--- src/rtl/pinaipple_l1_pkg.sv ---
`default_nettype none
// ============================================================================
// Module      : pinaipple_l1_pkg
// Description : Shared types and defaults for L1 interconnect device adapters.
// Revision    : 1.0 - initial release
// ============================================================================
package pinaipple_l1_pkg;

    localparam int unsigned c_data_width     = 32;
    localparam int unsigned c_addr_width     = 20;
    localparam int unsigned c_nbr_hosts_log2 = 1;
    localparam int unsigned c_resp_depth     = 2;
    localparam int unsigned c_dev_addr_width = 32;

    function automatic int unsigned resp_width(input int unsigned ini_w,
                                               input int unsigned data_w);
        return ini_w + data_w;
    endfunction

    localparam int unsigned c_resp_width = resp_width(c_nbr_hosts_log2, c_data_width);

    typedef struct packed {
        logic [c_nbr_hosts_log2-1:0] ini_addr;
        logic [c_data_width-1:0]     rdata;
    } l1_resp_t;

    typedef enum logic [2:0] {
        BUS_DEV_RAM      = 3'd0,
        BUS_DEV_GPIO     = 3'd1,
        BUS_DEV_UART     = 3'd2,
        BUS_DEV_TIMER    = 3'd3,
        BUS_DEV_SIM_CTRL = 3'd4
    } bus_device_e;

endpackage
`default_nettype wire

--- src/rtl/l1_device_adapter_if.sv ---
`default_nettype none
// ============================================================================
// Module      : l1_net_if / l1_dev_if
// Description : Interconnect-side and peripheral-side buses of the adapter.
// Revision    : 1.0 - initial release
// ============================================================================
interface l1_net_if import pinaipple_l1_pkg::*; #(
    parameter int unsigned DATA_WIDTH     = c_data_width,
    parameter int unsigned ADDR_WIDTH     = c_addr_width,
    parameter int unsigned NBR_HOSTS_LOG2 = c_nbr_hosts_log2
) ();
    logic                      req_valid;
    logic                      req_ready;
    logic [NBR_HOSTS_LOG2-1:0] req_ini_addr;
    logic [ADDR_WIDTH-1:0]     req_tgt_addr;
    logic                      req_wen;
    logic [DATA_WIDTH/8-1:0]   req_be;
    logic [DATA_WIDTH-1:0]     req_wdata;
    logic                      resp_valid;
    logic                      resp_ready;
    logic [NBR_HOSTS_LOG2-1:0] resp_ini_addr;
    logic [DATA_WIDTH-1:0]     resp_rdata;

    modport master (
        output req_valid, req_ini_addr, req_tgt_addr, req_wen, req_be, req_wdata, resp_ready,
        input  req_ready, resp_valid, resp_ini_addr, resp_rdata
    );

    modport slave (
        input  req_valid, req_ini_addr, req_tgt_addr, req_wen, req_be, req_wdata, resp_ready,
        output req_ready, resp_valid, resp_ini_addr, resp_rdata
    );
endinterface

interface l1_dev_if import pinaipple_l1_pkg::*; #(
    parameter int unsigned DATA_WIDTH = c_data_width
) ();
    logic                        dev_req;
    logic                        dev_we;
    logic [DATA_WIDTH/8-1:0]     dev_be;
    logic [c_dev_addr_width-1:0] dev_addr;
    logic [DATA_WIDTH-1:0]       dev_wdata;
    logic                        dev_rvalid;
    logic [DATA_WIDTH-1:0]       dev_rdata;

    modport master (
        output dev_req, dev_we, dev_be, dev_addr, dev_wdata,
        input  dev_rvalid, dev_rdata
    );

    modport slave (
        input  dev_req, dev_we, dev_be, dev_addr, dev_wdata,
        output dev_rvalid, dev_rdata
    );
endinterface
`default_nettype wire

--- src/rtl/l1_resp_fifo.sv ---
`default_nettype none
// ============================================================================
// Module      : l1_resp_fifo
// Description : Synchronous response FIFO, power-of-2 depth, show-ahead head.
// Revision    : 1.0 - initial release
// ============================================================================
module l1_resp_fifo import pinaipple_l1_pkg::*; #(
    parameter type         T     = l1_resp_t,
    parameter int unsigned DEPTH = c_resp_depth
) (
    input  wire logic                 clk_i,
    input  wire logic                 rst_ni,
    input  wire logic                 i_push,
    input  wire logic                 i_pop,
    input  wire T                     i_data,
    output T                          o_data,
    output logic                      o_full,
    output logic                      o_empty,
    output logic [$clog2(DEPTH):0]    o_count
);

    localparam int unsigned          c_ptr_w = $clog2(DEPTH);
    localparam logic [c_ptr_w:0]     c_depth = DEPTH[c_ptr_w:0];

    T                   r_mem [DEPTH];
    logic [c_ptr_w-1:0] r_wptr;
    logic [c_ptr_w-1:0] r_rptr;
    logic [c_ptr_w:0]   r_count;
    logic               w_do_push;
    logic               w_do_pop;

    assign o_full    = (r_count == c_depth);
    assign o_empty   = (r_count == '0);
    assign o_count   = r_count;
    assign o_data    = r_mem[r_rptr];
    assign w_do_push = i_push & ~o_full;
    assign w_do_pop  = i_pop & ~o_empty;

    always_ff @(posedge clk_i) begin
        if (w_do_push) begin
            r_mem[r_wptr] <= i_data;
        end
    end

    // Pointers wrap naturally because the depth is a power of two.
    always_ff @(posedge clk_i or negedge rst_ni) begin
        if (!rst_ni) begin
            r_wptr  <= '0;
            r_rptr  <= '0;
            r_count <= '0;
        end else begin
            if (w_do_push) begin
                r_wptr <= r_wptr + 1'b1;
            end
            if (w_do_pop) begin
                r_rptr <= r_rptr + 1'b1;
            end
            case ({w_do_push, w_do_pop})
                2'b10:   r_count <= r_count + 1'b1;
                2'b01:   r_count <= r_count - 1'b1;
                default: r_count <= r_count;
            endcase
        end
    end

endmodule
`default_nettype wire

--- src/rtl/l1_device_adapter.sv ---
`default_nettype none
// ============================================================================
// Module      : l1_device_adapter
// Description : Bridges an L1 interconnect device port to a fixed-latency peripheral.
// Revision    : 1.0 - initial release
// ============================================================================
module l1_device_adapter import pinaipple_l1_pkg::*; #(
    parameter int unsigned DATA_WIDTH     = c_data_width,
    parameter int unsigned ADDR_WIDTH     = c_addr_width,
    parameter int unsigned NBR_HOSTS_LOG2 = c_nbr_hosts_log2,
    parameter int unsigned RESP_DEPTH     = c_resp_depth
) (
    input  wire logic clk_i,
    input  wire logic rst_ni,
    l1_net_if.slave   net,
    l1_dev_if.master  dev,
    output logic      proto_err_o
);

    localparam int unsigned        c_cnt_w = $clog2(RESP_DEPTH) + 1;
    localparam logic [c_cnt_w-1:0] c_depth = RESP_DEPTH[c_cnt_w-1:0];

    typedef struct packed {
        logic [NBR_HOSTS_LOG2-1:0] ini_addr;
        logic [DATA_WIDTH-1:0]     rdata;
    } resp_t;

    logic                        r_inflight;
    logic [NBR_HOSTS_LOG2-1:0]   r_id;
    logic                        r_proto_err;
    logic                        w_accept;
    logic                        w_rsp;
    logic                        w_push;
    logic                        w_pop;
    logic                        w_full;
    logic                        w_empty;
    logic                        w_overflow;
    logic                        w_spurious;
    logic                        w_missing;
    logic [c_cnt_w-1:0]          w_count;
    logic [c_dev_addr_width-1:0] w_addr_ext;
    resp_t                       w_new;
    resp_t                       w_head;

    // Credit reserves one FIFO slot for the response still owed by the peripheral.
    assign net.req_ready = (w_count + c_cnt_w'(r_inflight)) < c_depth;
    assign w_accept      = net.req_valid & net.req_ready;

    always_comb begin
        w_addr_ext                 = '0;
        w_addr_ext[ADDR_WIDTH-1:0] = net.req_tgt_addr;
    end

    assign dev.dev_req   = w_accept;
    assign dev.dev_we    = net.req_wen;
    assign dev.dev_be    = net.req_be;
    assign dev.dev_addr  = w_addr_ext;
    assign dev.dev_wdata = net.req_wdata;

    assign w_rsp      = dev.dev_rvalid & r_inflight;
    assign w_new      = '{ini_addr: r_id, rdata: dev.dev_rdata};
    // A bypassed response only needs buffering if the network refuses it this cycle.
    assign w_push     = w_rsp & ~(w_empty & net.resp_ready);
    assign w_pop      = ~w_empty & net.resp_ready;
    assign w_overflow = w_push & w_full;
    assign w_spurious = dev.dev_rvalid & ~r_inflight;
    assign w_missing  = r_inflight & ~dev.dev_rvalid;

    always_comb begin
        net.resp_valid    = 1'b0;
        net.resp_ini_addr = '0;
        net.resp_rdata    = '0;
        if (!w_empty) begin
            net.resp_valid    = 1'b1;
            net.resp_ini_addr = w_head.ini_addr;
            net.resp_rdata    = w_head.rdata;
        end else if (w_rsp) begin
            net.resp_valid    = 1'b1;
            net.resp_ini_addr = w_new.ini_addr;
            net.resp_rdata    = w_new.rdata;
        end
    end

    l1_resp_fifo #(
        .T     (resp_t),
        .DEPTH (RESP_DEPTH)
    ) u_resp_fifo (
        .clk_i   (clk_i),
        .rst_ni  (rst_ni),
        .i_push  (w_push),
        .i_pop   (w_pop),
        .i_data  (w_new),
        .o_data  (w_head),
        .o_full  (w_full),
        .o_empty (w_empty),
        .o_count (w_count)
    );

    always_ff @(posedge clk_i or negedge rst_ni) begin
        if (!rst_ni) begin
            r_inflight  <= 1'b0;
            r_id        <= '0;
            r_proto_err <= 1'b0;
        end else begin
            r_inflight <= w_accept;
            if (w_accept) begin
                r_id <= net.req_ini_addr;
            end
            if (w_spurious | w_missing | w_overflow) begin
                r_proto_err <= 1'b1;
            end
        end
    end

    assign proto_err_o = r_proto_err;

endmodule
`default_nettype wire
--- src/flat_wrapper.sv ---
// flat-port wrapper written by rule: the top's interface ports become plain ports
module l1_device_adapter_flat import pinaipple_l1_pkg::*;
#(
    parameter int unsigned DATA_WIDTH     = c_data_width,
    parameter int unsigned ADDR_WIDTH     = c_addr_width,
    parameter int unsigned NBR_HOSTS_LOG2 = c_nbr_hosts_log2,
    parameter int unsigned RESP_DEPTH     = c_resp_depth
)
  (clk_i, rst_ni, proto_err_o, net_req_valid, net_req_ini_addr, net_req_tgt_addr, net_req_wen, net_req_be, net_req_wdata, net_resp_ready, net_req_ready, net_resp_valid, net_resp_ini_addr, net_resp_rdata, dev_dev_req, dev_dev_we, dev_dev_be, dev_dev_addr, dev_dev_wdata, dev_dev_rvalid, dev_dev_rdata);
  l1_net_if #(.DATA_WIDTH(DATA_WIDTH), .ADDR_WIDTH(ADDR_WIDTH), .NBR_HOSTS_LOG2(NBR_HOSTS_LOG2)) net_i ();
  l1_dev_if #(.DATA_WIDTH(DATA_WIDTH)) dev_i ();
  input  wire logic clk_i;
  input  wire logic rst_ni;
  output logic proto_err_o;
  input wire logic [$bits(net_i.req_valid)-1:0] net_req_valid;
  input wire logic [$bits(net_i.req_ini_addr)-1:0] net_req_ini_addr;
  input wire logic [$bits(net_i.req_tgt_addr)-1:0] net_req_tgt_addr;
  input wire logic [$bits(net_i.req_wen)-1:0] net_req_wen;
  input wire logic [$bits(net_i.req_be)-1:0] net_req_be;
  input wire logic [$bits(net_i.req_wdata)-1:0] net_req_wdata;
  input wire logic [$bits(net_i.resp_ready)-1:0] net_resp_ready;
  output wire logic [$bits(net_i.req_ready)-1:0] net_req_ready;
  output wire logic [$bits(net_i.resp_valid)-1:0] net_resp_valid;
  output wire logic [$bits(net_i.resp_ini_addr)-1:0] net_resp_ini_addr;
  output wire logic [$bits(net_i.resp_rdata)-1:0] net_resp_rdata;
  output wire logic [$bits(dev_i.dev_req)-1:0] dev_dev_req;
  output wire logic [$bits(dev_i.dev_we)-1:0] dev_dev_we;
  output wire logic [$bits(dev_i.dev_be)-1:0] dev_dev_be;
  output wire logic [$bits(dev_i.dev_addr)-1:0] dev_dev_addr;
  output wire logic [$bits(dev_i.dev_wdata)-1:0] dev_dev_wdata;
  input wire logic [$bits(dev_i.dev_rvalid)-1:0] dev_dev_rvalid;
  input wire logic [$bits(dev_i.dev_rdata)-1:0] dev_dev_rdata;
  assign net_i.req_valid = net_req_valid;
  assign net_i.req_ini_addr = net_req_ini_addr;
  assign net_i.req_tgt_addr = net_req_tgt_addr;
  assign net_i.req_wen = net_req_wen;
  assign net_i.req_be = net_req_be;
  assign net_i.req_wdata = net_req_wdata;
  assign net_i.resp_ready = net_resp_ready;
  assign net_req_ready = net_i.req_ready;
  assign net_resp_valid = net_i.resp_valid;
  assign net_resp_ini_addr = net_i.resp_ini_addr;
  assign net_resp_rdata = net_i.resp_rdata;
  assign dev_dev_req = dev_i.dev_req;
  assign dev_dev_we = dev_i.dev_we;
  assign dev_dev_be = dev_i.dev_be;
  assign dev_dev_addr = dev_i.dev_addr;
  assign dev_dev_wdata = dev_i.dev_wdata;
  assign dev_i.dev_rvalid = dev_dev_rvalid;
  assign dev_i.dev_rdata = dev_dev_rdata;
  l1_device_adapter #(.DATA_WIDTH(DATA_WIDTH), .ADDR_WIDTH(ADDR_WIDTH), .NBR_HOSTS_LOG2(NBR_HOSTS_LOG2), .RESP_DEPTH(RESP_DEPTH)) u_core (.clk_i(clk_i), .rst_ni(rst_ni), .net(net_i), .dev(dev_i), .proto_err_o(proto_err_o));
endmodule
--- config.mk ---
export PLATFORM = sky130hd
export DESIGN_NAME = l1_device_adapter_flat
export DESIGN_NICKNAME = d
export VERILOG_FILES = /design/src/rtl/pinaipple_l1_pkg.sv /design/src/rtl/l1_device_adapter_if.sv /design/src/rtl/l1_resp_fifo.sv /design/src/rtl/l1_device_adapter.sv /design/src/flat_wrapper.sv
export SDC_FILE = /design/constraint.sdc
export NUM_CORES = 1
export LEC_CHECK = 0
export CELL_PAD_IN_SITES_DETAIL_PLACEMENT = 1
export CELL_PAD_IN_SITES_GLOBAL_PLACEMENT = 1
export CORE_UTILIZATION = 48
export DETAILED_ROUTE_END_ITERATION = 6
export DONT_BUFFER_PORTS = 1
export PLACE_DENSITY = 0.84
export SLEW_MARGIN = 40
export SYNTH_ARGS = -nofsm -noshare
export SYNTH_HDL_FRONTEND = slang
export SYNTH_HIERARCHICAL = 1
export SYNTH_SLANG_ARGS = --single-unit
--- constraint.sdc ---
create_clock -name clk_i -period 3.1 [get_ports clk_i]
set_input_delay 0.31 -clock clk_i [delete_from_list [all_inputs] [get_ports clk_i]]
set_output_delay 0.31 -clock clk_i [all_outputs]
set_load 0.1 [all_outputs]
==> flow_summary.toml, run 1 <==
[drt]
via_count = 1910
vias_per_cell = 5.19
first_pass_iters = 4
first_iter_violations = 42
routed_wl_um = 7230
postRouteAntennaNets = 0
route.detailed.drc = 0
avgRoutedWirePerCell_um = 19.6

[critical_path]
worstPathBufferInverterCount = 0
cpMaxStageDelayCell = "dfrtp_1"
reg2reg_depth = 8
worstPathRequired_ns = 2.79
end_kind = "primary output"
crit_family = "simple AND/OR/NAND/NOR gates"
crit_arrival_ns = 2.33
critPathLaunchType = "flop"
critPathKind = "flop to primary output"
worstPathMaxFanout = 33
reg2reg_slack_ns = 0.52
path_cells = "nor2_4 -> and2_4 -> nand2_1 -> o21ai_4"
r2r_end = "u_core/u_resp_fifo/o_count[1]"
r2r_start = "u_core/u_resp_fifo/o_count[1]"
crit_path_max_incr_delay_ns = 0.50

[sta]
fin_crit_ns = 2.64
rsz0062_at_grt = "no"
setup_tns_ns = 0
hold_slack_ns = 0.0564
max_freq_mhz = 378
tightest_slew_ns = 0.722
hold_viol = 0
skew_ns = 0.0102
maxSlewViolCount = 0
setup_viol = 0
slew_headroom_pct = 51.7
fin_crit_sh_pct = 85.3

[hold_path]
whs_path_depth = 0
hold_class = "input pin to flop"
hold_end = "u_core/u_resp_fifo/r_mem[0][8]"
hold_start = "dev_dev_rdata[8]"

[clock_network]
cts-root-buf = "clkbuf_8"
cts_setup_buffers = 0
cts_sinks = 73
clkTransAtPathRegs_ns = 0.08
cts_buffers = 9
htreeDepth = 3
clkLatencyLatePin_ns = 0.34
clockBufferDepth = 2
cts_tree = "yes"

[global_routing]
grt_pass1_vias = 2140
grt_overflow = 0
grt_pass1_wl_um = 11400
track_usage_pct = 18.3
antenna_found_initial = 0
met1_usage_pct = 20.7
top_usage_layer = "met2"
grt_max_degree = 34
use_met3_pct = 5.99
grt_use_met2_pct = 30.4

[synth]
synth_compound_area_share_pct = 4.82
synth_xor_area_share_pct = 1.34
synthDistinctLibCells = 29
ys_ff_latch = 73
syn_inst = 313
synthMuxAreaShare_pct = 12.9
synth_top_family_by_area = "buffers and inverters"
synth_top_area_share_pct = 50.5
synth.yosys.seq_area_share_pct = 55.0
yosysWarnings = 6
syn_area_per_cell_um2 = 12.5
synth_area_leaders = "edfxtp_1 (51%), buf_4 (13%), mux2_4 (11%)"
synth_fa_ha_area_share_pct = 0.638
synthSimpleGateAreaFrac_pct = 5.01
synth_area_leader_cell = "edfxtp_1"
synth_area_mm2 = 0.00392

[cells_and_area]
antenna_cells = 0
fin_cells = 368
drive_gt1_share_pct = 36.1
synthToLayoutAreaGrowth_pct = 5.23
n_fill_cell = 746
nets = 358

[floorplan]
core.rowCount = 32
io-pin-count = 201
core_area_mm2 = 0.00781
die_h_um = 92.4
die_w_um = 92.4
die-area_mm2 = 0.00853
start_util_pct = 50.2

[placed_design]
portBuffers = 0
hpwl_um = 5020
dp_cells = 351
gp_congestion = 0.677

[status]
outcome = "finished clean"

[job]
maxCapViolCount = 0
## logic make-up after synthesis
group,Yosys count
fa+ha+maj,2
other cells,1
flops,73
compound gates,35
mux,35
simple gates,46
buf+inv,115
xor+xnor,6
## cell usage in the layout (no fill, tap or decap), types with 3 or more instances in the layout
cell type	Yosys	layout
nand2_1	36	36
o21ai_4	0	33
xnor2_1	3	3
conb_1	1	12
buf_4	69	3
mux2_4	29	29
clkbuf_8	0	9
inv_1	34	34
edfxtp_1	66	66
dfrtp_1	7	5
mux2_2	4	4
## flip-flops by register name (all words and copies together) (netlist names)
signal,count
u_core/r_id,1
u_core/u_resp_fifo/r_rptr,1
u_core/proto_err_o,1
u_core/u_resp_fifo/r_mem,66
u_core/r_inflight,1
u_core/u_resp_fifo/o_count,2
u_core/u_resp_fifo/r_wptr,1
## routing by layer
| layer | vias to the layer above | share of wire, % |
|---|---|---|
| li1 | 853 | - |
| met1 | 937 | 39 |
| met2 | 87 | 50 |
| met3 | 33 | 7.2 |
| met4 | 0 | 3.5 |
| met5 | - | 0 |
## cell usage after synthesis
| cell type | count |
|---|---|
| buf_4 | 69 |
| edfxtp_1 | 66 |
| nand2_1 | 36 |
| inv_1 | 34 |
| mux2_4 | 29 |
| o21ai_1 | 28 |
| dfrtp_1 | 7 |
| buf_6 | 4 |
| mux2_2 | 4 |
| buf_12 | 3 |
| clkbuf_1 | 3 |
| nor2_1 | 3 |
| o21ai_0 | 3 |
| xnor2_1 | 3 |
| xor2_1 | 3 |
| buf_8 | 2 |
| ha_1 | 2 |
| nand2b_1 | 2 |
| o21ai_2 | 2 |
| a211o_1 | 1 |
| a21boi_0 | 1 |
| and2_4 | 1 |
| and3_1 | 1 |
| conb_1 | 1 |
| mux2_1 | 1 |
| mux2i_2 | 1 |
| nor2b_1 | 1 |
| nor2b_2 | 1 |
| or2b_1 | 1 |
## worst max-delay path by stage
stage                                             start                             end  cells after the start
final                     u_core/u_resp_fifo/o_count[1]              net_resp_rdata[31]                      4
after detailed placement  u_core/u_resp_fifo/o_count[1]   u_core/u_resp_fifo/o_count[1]                      7
after floorplan           u_core/u_resp_fifo/o_count[1]  u_core/u_resp_fifo/r_mem[0][0]                      5
after global routing      u_core/u_resp_fifo/o_count[1]              net_resp_rdata[31]                      4
after CTS                 u_core/u_resp_fifo/o_count[1]              net_resp_rdata[31]                      4
after global placement    u_core/u_resp_fifo/o_count[1]  u_core/u_resp_fifo/r_mem[0][1]                      4
## per-stage QoR
stage          instance area, um2  util (%)  setup slack, ns
6_report                     4130      52.9            0.457
3_3_place_gp                 3610      46.2            0.619
4_1_cts                      4120      52.8            0.390
2_1_floorplan                3960         -            0.248
3_5_place_dp                 3900      50.0            0.503
5_1_grt                      4130      52.9            0.310
## worst reg2reg max path: cells and delay by family, from the launching register on
kind                     cells  cell delay (ns)
buffers and inverters        1             0.58
XOR/XNOR                     2             0.30
AND/OR/NAND/NOR              4             0.91
flip-flops                   1             0.50
adder cells (fa/ha/maj)      1             0.22
## what timing repair did
item                                   4_1_cts  5_1_grt
endpoints found under the hold margin        7        0
hold buffers                                 1        0
gates resized for setup                      0        0
## final cells by class
| cell class | count | area, um2 | area share (%) |
|---|---|---|---|
| repair buffers | 7 | 95.1 | 2.30 |
| clock inverters | 6 | 82.6 | 2.00 |
| well taps | 102 | 128 | 3.09 |
| inverters | 34 | 128 | 3.09 |
| flip-flops and latches | 73 | 2160 | 52.3 |
| multi-input cells | 136 | 1410 | 34.1 |
| clock buffers | 10 | 128 | 3.09 |
Power of run 1 is left out: the tool's default activity adds up to more than one toggle a clock period on the data nets, which glitch-free logic cannot reach.
==> run 2, diff against run 1 <==
Settings changed: CAP_MARGIN from default to 20, CORE_UTILIZATION 48 to 51, PLACE_DENSITY 0.84 to 0.88.
Clock period 3.1 ns to 3.2 ns, I/O delays scaled along.
==> run 2 against run 1 <==
Effect of this change:
- setup slack worse by 0.018 ns
- sequential cell count unchanged
- non-clock buffer count is the same
- first-iteration DRC count grew 83%
- clock skew down 0.0022 ns
- critical path type unchanged
- highest routed layer unchanged
- via count down 1.3%
- sequential share of layout area grew 0.46 points
- hold slack improved by 0.023 ns
- wire length fell by 7.4%
- clock-buffer cell count did not move
- die area decreased by 5.8%
- global-route usage decreased by 0.90 points
==> flow_summary.toml, run 2 (same netlist as run 1, synthesis figures left out) <==
[status]
outcome = "finished clean"

[cells_and_area]
largest_register_ffs = 66
largest-register = "u_core/u_resp_fifo/r_mem"
synthToLayoutAreaGrowth_pct = 4.31
antenna_cells = 0
final_cell_mix = "edfxtp_1 (66), nand2_1 (36), inv_1 (34), o21ai_4 (33), mux2_4 (29)"
nets = 358
mostFrequentLayoutCell = "edfxtp_1"
n_fill_cell = 717
drive_gt1_share_pct = 36.5

[drt]
vias_per_cell = 5.16
first_iter_violations = 77
routed_wl_um = 6700
avgRoutedWirePerCell_um = 18.4
via_count = 1885
route.detailed.drc = 0
first_pass_iters = 4
postRouteAntennaNets = 0

[global_routing]
grt_overflow = 0
track_usage_pct = 17.4
grt_pass1_vias = 1961
grt_max_degree = 34
antenna_found_initial = 0
grt_pass1_wl_um = 9930

[floorplan]
io-pin-count = 201
start_util_pct = 53.5
die_w_um = 89.7
die-area_mm2 = 0.00804
core_area_mm2 = 0.00733
core.rowCount = 31
die_h_um = 89.7

[sta]
maxSlewViolCount = 0
setup_tns_ns = 0
setup_viol = 0
slew_headroom_pct = 51.8
layout_setup_ws_ns = 0.439
hold_viol = 0
fin_crit_sh_pct = 86.3
fin_crit_ns = 2.76
rsz0062_at_grt = "no"
tightest_slew_ns = 0.720
max_freq_mhz = 362
skew_ns = 0.00804

[clock_network]
cts_resized = 0
cts_setup_buffers = 0
cts_buffers = 9
cts_sinks = 73
cts_tree = "yes"
hold_buffers = 1
clkLatencyLatePin_ns = 0.33
cts-root-buf = "clkbuf_8"
htreeDepth = 3
clkTransAtPathRegs_ns = 0.08
clockBufferDepth = 2

[critical_path]
end_kind = "primary output"
critPathLaunchType = "flop"
crit_arrival_ns = 2.44
worstPathRequired_ns = 2.88
critPathKind = "flop to primary output"
worstPathMaxFanout = 22

[placed_design]
gp_congestion = 0.679
hpwl_um = 4840
portBuffers = 0
pre_cts_ws_ns = 0.624

[job]
maxCapViolCount = 0

[hold_path]
hold_class = "input pin to flop"
==> run 2: cell types whose count changed in the layout (fill, tap and decap cells not counted) <==
cell / delta
buf_16: -1
clkinvlp_4: +1
buf_12: -1
clkinv_2: +1
clkinv_4: -1
buf_4: +2
clkinv_1: -1
==> run 2: final timing paths <==
kind / startpoint / endpoint / slack [ns] / cells after the start
max: u_core/u_resp_fifo/o_count[1] / net_resp_valid / 0.44 / 3
min: dev_dev_rdata[25] / u_core/u_resp_fifo/r_mem[0][25] / 0.08 / 0
max reg2reg: u_core/u_resp_fifo/o_count[1] / u_core/u_resp_fifo/o_count[1] / 0.67 / 7
min reg2reg: u_core/r_id / u_core/u_resp_fifo/r_mem[1][32] / 0.52 / 0
max in group asynchronous: rst_ni / u_core/u_resp_fifo/r_rptr / 2.60 / 1
min in group asynchronous: rst_ni / u_core/r_id / 0.32 / 1
==> run 2: routing by layer <==
metal | part of all wire (%) | GRT usage, % | up-vias
li1 | - | - | 853
met5 | 0 | 0 | -
met2 | 51 | 29.1 | 72
met1 | 41 | 20.0 | 950
met3 | 7.0 | 6.31 | 10
met4 | 0.97 | 7.65 | 0
==> run 2: layout make-up <==
cell class,instances,area (um2),share of cell area (%)
clock buffers,10,128,3.12
clock inverters,6,82.6,2.02
multi-input cells,136,1410,34.4
well taps,99,124,3.03
flip-flops and latches,73,2160,52.8
inverters,34,128,3.12
repair buffers,7,62.6,1.53
==> run 2: through the flow <==
step | util, % | cells | instance area [um2] | hold WS, ns
2_1_floorplan | - | 324 | 3960 | 0.0244
3_3_place_gp | 49.1 | 347 | 3600 | 0.0246
3_5_place_dp | 52.7 | 348 | 3860 | 0.0246
4_1_cts | 55.7 | 365 | 4090 | 0.0593
5_1_grt | 55.8 | 365 | 4090 | 0.0577
6_report | 55.8 | 365 | 4090 | 0.0797
==> run 2: critical path, stage by stage, from the launching register on <==
cell and delay (ns):
dfrtp_1 0.49, nor2_4 0.44, buf_4 0.60, or2b_2 0.57
Power of run 2 is left out for the same reason.
==> run 3, diff against run 2 <==
Settings changed: ABC_AREA from default to 1, CORE_UTILIZATION 51 to 49, PLACE_DENSITY 0.88 to 0.89.
==> run 3 against run 2 <==
Effect of this change:
- hold slack worse by 0.016 ns
- critical path depth increased by 4
- wire length grew 33%
- via count is 36% higher
- critical endpoint is now net_resp_rdata[4]
- highest routed layer unchanged
==> flow_summary.toml, run 3 <==
[synth]
synth_area_leaders = "edfxtp_1 (51%), nand2_1 (18%), buf_4 (15%)"
synth_top_area_share_pct = 51.4
synth.yosys.seq_area_share_pct = 55.9
synth_area_leader_cell = "edfxtp_1"
synth-async-reset-ratio_pct = 9.59
synth_edf_count = 66
synthMostInstantiatedCell = "nand2_1"
syn_area_per_cell_um2 = 9.46
ys_top_cells_by_count = "nand2_1 (182), buf_4 (76), edfxtp_1 (66), nand3_1 (38), inv_1 (10)"
synth_area_mm2 = 0.00386
yosysWarnings = 6
synthDistinctLibCells = 19
synthFlopType = "edfxtp_1"
syn_inst = 408
ys_ff_latch = 73

[sta]
setup_viol = 0
max_freq_mhz = 392
fin_crit_sh_pct = 79.8
tightest_slew_ns = 0.845
hold_viol = 0
slew_headroom_pct = 43.6
skew_ns = 0.00920
setup_tns_ns = 0
fin_crit_ns = 2.55
layout_setup_ws_ns = 0.646
rsz0062_at_grt = "no"
maxSlewViolCount = 0

[cells_and_area]
drive_gt1_share_pct = 16.7
nets = 482
largest-register = "u_core/u_resp_fifo/r_mem"
mostFrequentLayoutCell = "nand2_1"
synthToLayoutAreaGrowth_pct = 0.519
final_cell_mix = "nand2_1 (182), edfxtp_1 (66), buf_4 (39), nand3_1 (38), conb_1 (12)"
largest_register_ffs = 66
antenna_cells = 0
fin_cells = 489
n_fill_cell = 875

[floorplan]
die_w_um = 90.7
core.rowCount = 31
die_h_um = 90.7
core_area_mm2 = 0.00745
io-pin-count = 201
die-area_mm2 = 0.00823
start_util_pct = 51.8

[clock_network]
cts_setup_buffers = 0
cts_sinks = 73
cts-root-buf = "clkbuf_8"
clkLatencyLatePin_ns = 0.35
htreeDepth = 3
cts_tree = "yes"
clockBufferDepth = 2
clkTransAtPathRegs_ns = 0.08
cts_buffers = 9

[global_routing]
grt_overflow = 0
grt_max_degree = 35
track_usage_pct = 22.7
antenna_found_initial = 0
grt_pass1_wl_um = 14000
grt_pass1_vias = 2799

[drt]
vias_per_cell = 5.22
first_iter_violations = 115
avgRoutedWirePerCell_um = 18.2
via_count = 2555
routed_wl_um = 8910
first_pass_iters = 4
route.detailed.drc = 0
postRouteAntennaNets = 0

[hold_path]
hold_end = "u_core/u_resp_fifo/r_mem[0][19]"
whs_path_depth = 0
hold_start = "dev_dev_rdata[19]"
hold_class = "input pin to flop"

[critical_path]
worstPathRequired_ns = 2.88
reg2reg_slack_ns = 0.85
reg2reg_depth = 7
r2r_end = "u_core/u_resp_fifo/r_mem[0][6]"
r2r_start = "u_core/u_resp_fifo/o_count[0]"
end_kind = "primary output"
worstPathMaxFanout = 16
critPathKind = "flop to primary output"
crit_arrival_ns = 2.23
critPathLaunchType = "flop"

[status]
outcome = "finished clean"

[job]
maxCapViolCount = 0

[placed_design]
pre_cts_ws_ns = 0.960
dp_cells = 472
gp_congestion = 0.725
hpwl_um = 6060
portBuffers = 0
run 3: changes by cell type after synthesis, sizes merged, moves of 3 or more:
cell,change
nand2,+148
o21ai,-32
mux2,-34
clkbuf,-3
nand3,+38
xor2,-3
inv,-19
buf,+9
run 3: cells by family after synthesis:
logic type               synth area share, %
AND/OR/NAND/NOR                         23.6
buffers and inverters                   19.1
flip-flops                              55.9
AO/OA/AOI/OAI                          0.454
adder cells (fa/ha/maj)                0.648
XOR/XNOR                               0.227
other                                 0.0972
run 3: worst max path at each step:
stage | start | end | slack [ns]
after detailed placement | u_core/u_resp_fifo/o_count[0] | u_core/u_resp_fifo/r_mem[0][26] | 0.96
after global routing | u_core/u_resp_fifo/o_count[0] | net_resp_rdata[8] | 0.51
final | u_core/u_resp_fifo/o_count[0] | net_resp_rdata[4] | 0.65
after global placement | u_core/u_resp_fifo/o_count[0] | u_core/u_resp_fifo/r_mem[0][22] | 1.11
after CTS | u_core/u_resp_fifo/o_count[0] | net_resp_rdata[4] | 0.64
after floorplan | u_core/u_resp_fifo/o_count[0] | u_core/u_resp_fifo/r_mem[1][0] | 0.34
run 3: metal layers:
metal,track usage (%),routed length [um]
met1,22.9,3260
met2,42.3,4940
met3,6.48,512
met4,11.0,201
met5,0,0
run 3: worst max-delay path: stages, from the launching register on:
cell and delay [ns]:
dfrtp_1 0.48, inv_2 0.11, nand2_2 0.08, inv_1 0.38, buf_4 0.32, nand3_1 0.12
nand2_1 0.10, buf_4 0.29
run 3: per-stage QoR:
step                      utilization [%]  area (um2)  hold WS, ns
after global placement               49.5        3690       0.0247
after floorplan                         -        3900       0.0244
after CTS                            52.1        3880       0.0489
after global routing                 52.1        3880       0.0395
final                                52.1        3880       0.0641
after detailed placement             49.5        3690       0.0246
run 3: cell type report:
cell class | instances | area, um2 | share of cell area [%]
Clock buffer | 12 | 135 | 3.48
Clock inverter | 4 | 43.8 | 1.13
Inverter | 15 | 61.3 | 1.58
Multi-Input combinational cell | 244 | 1010 | 26.1
Sequential cell | 73 | 2160 | 55.6
Tap cell | 99 | 124 | 3.19
Timing Repair Buffer | 42 | 343 | 8.84
run 3: repair_timing:
action,in CTS,in global routing
gates resized for setup,0,0
endpoints found under the setup margin,0,0
endpoints found under the hold margin,7,0
hold buffers,1,0
Power of run 3 is left out for the same reason.
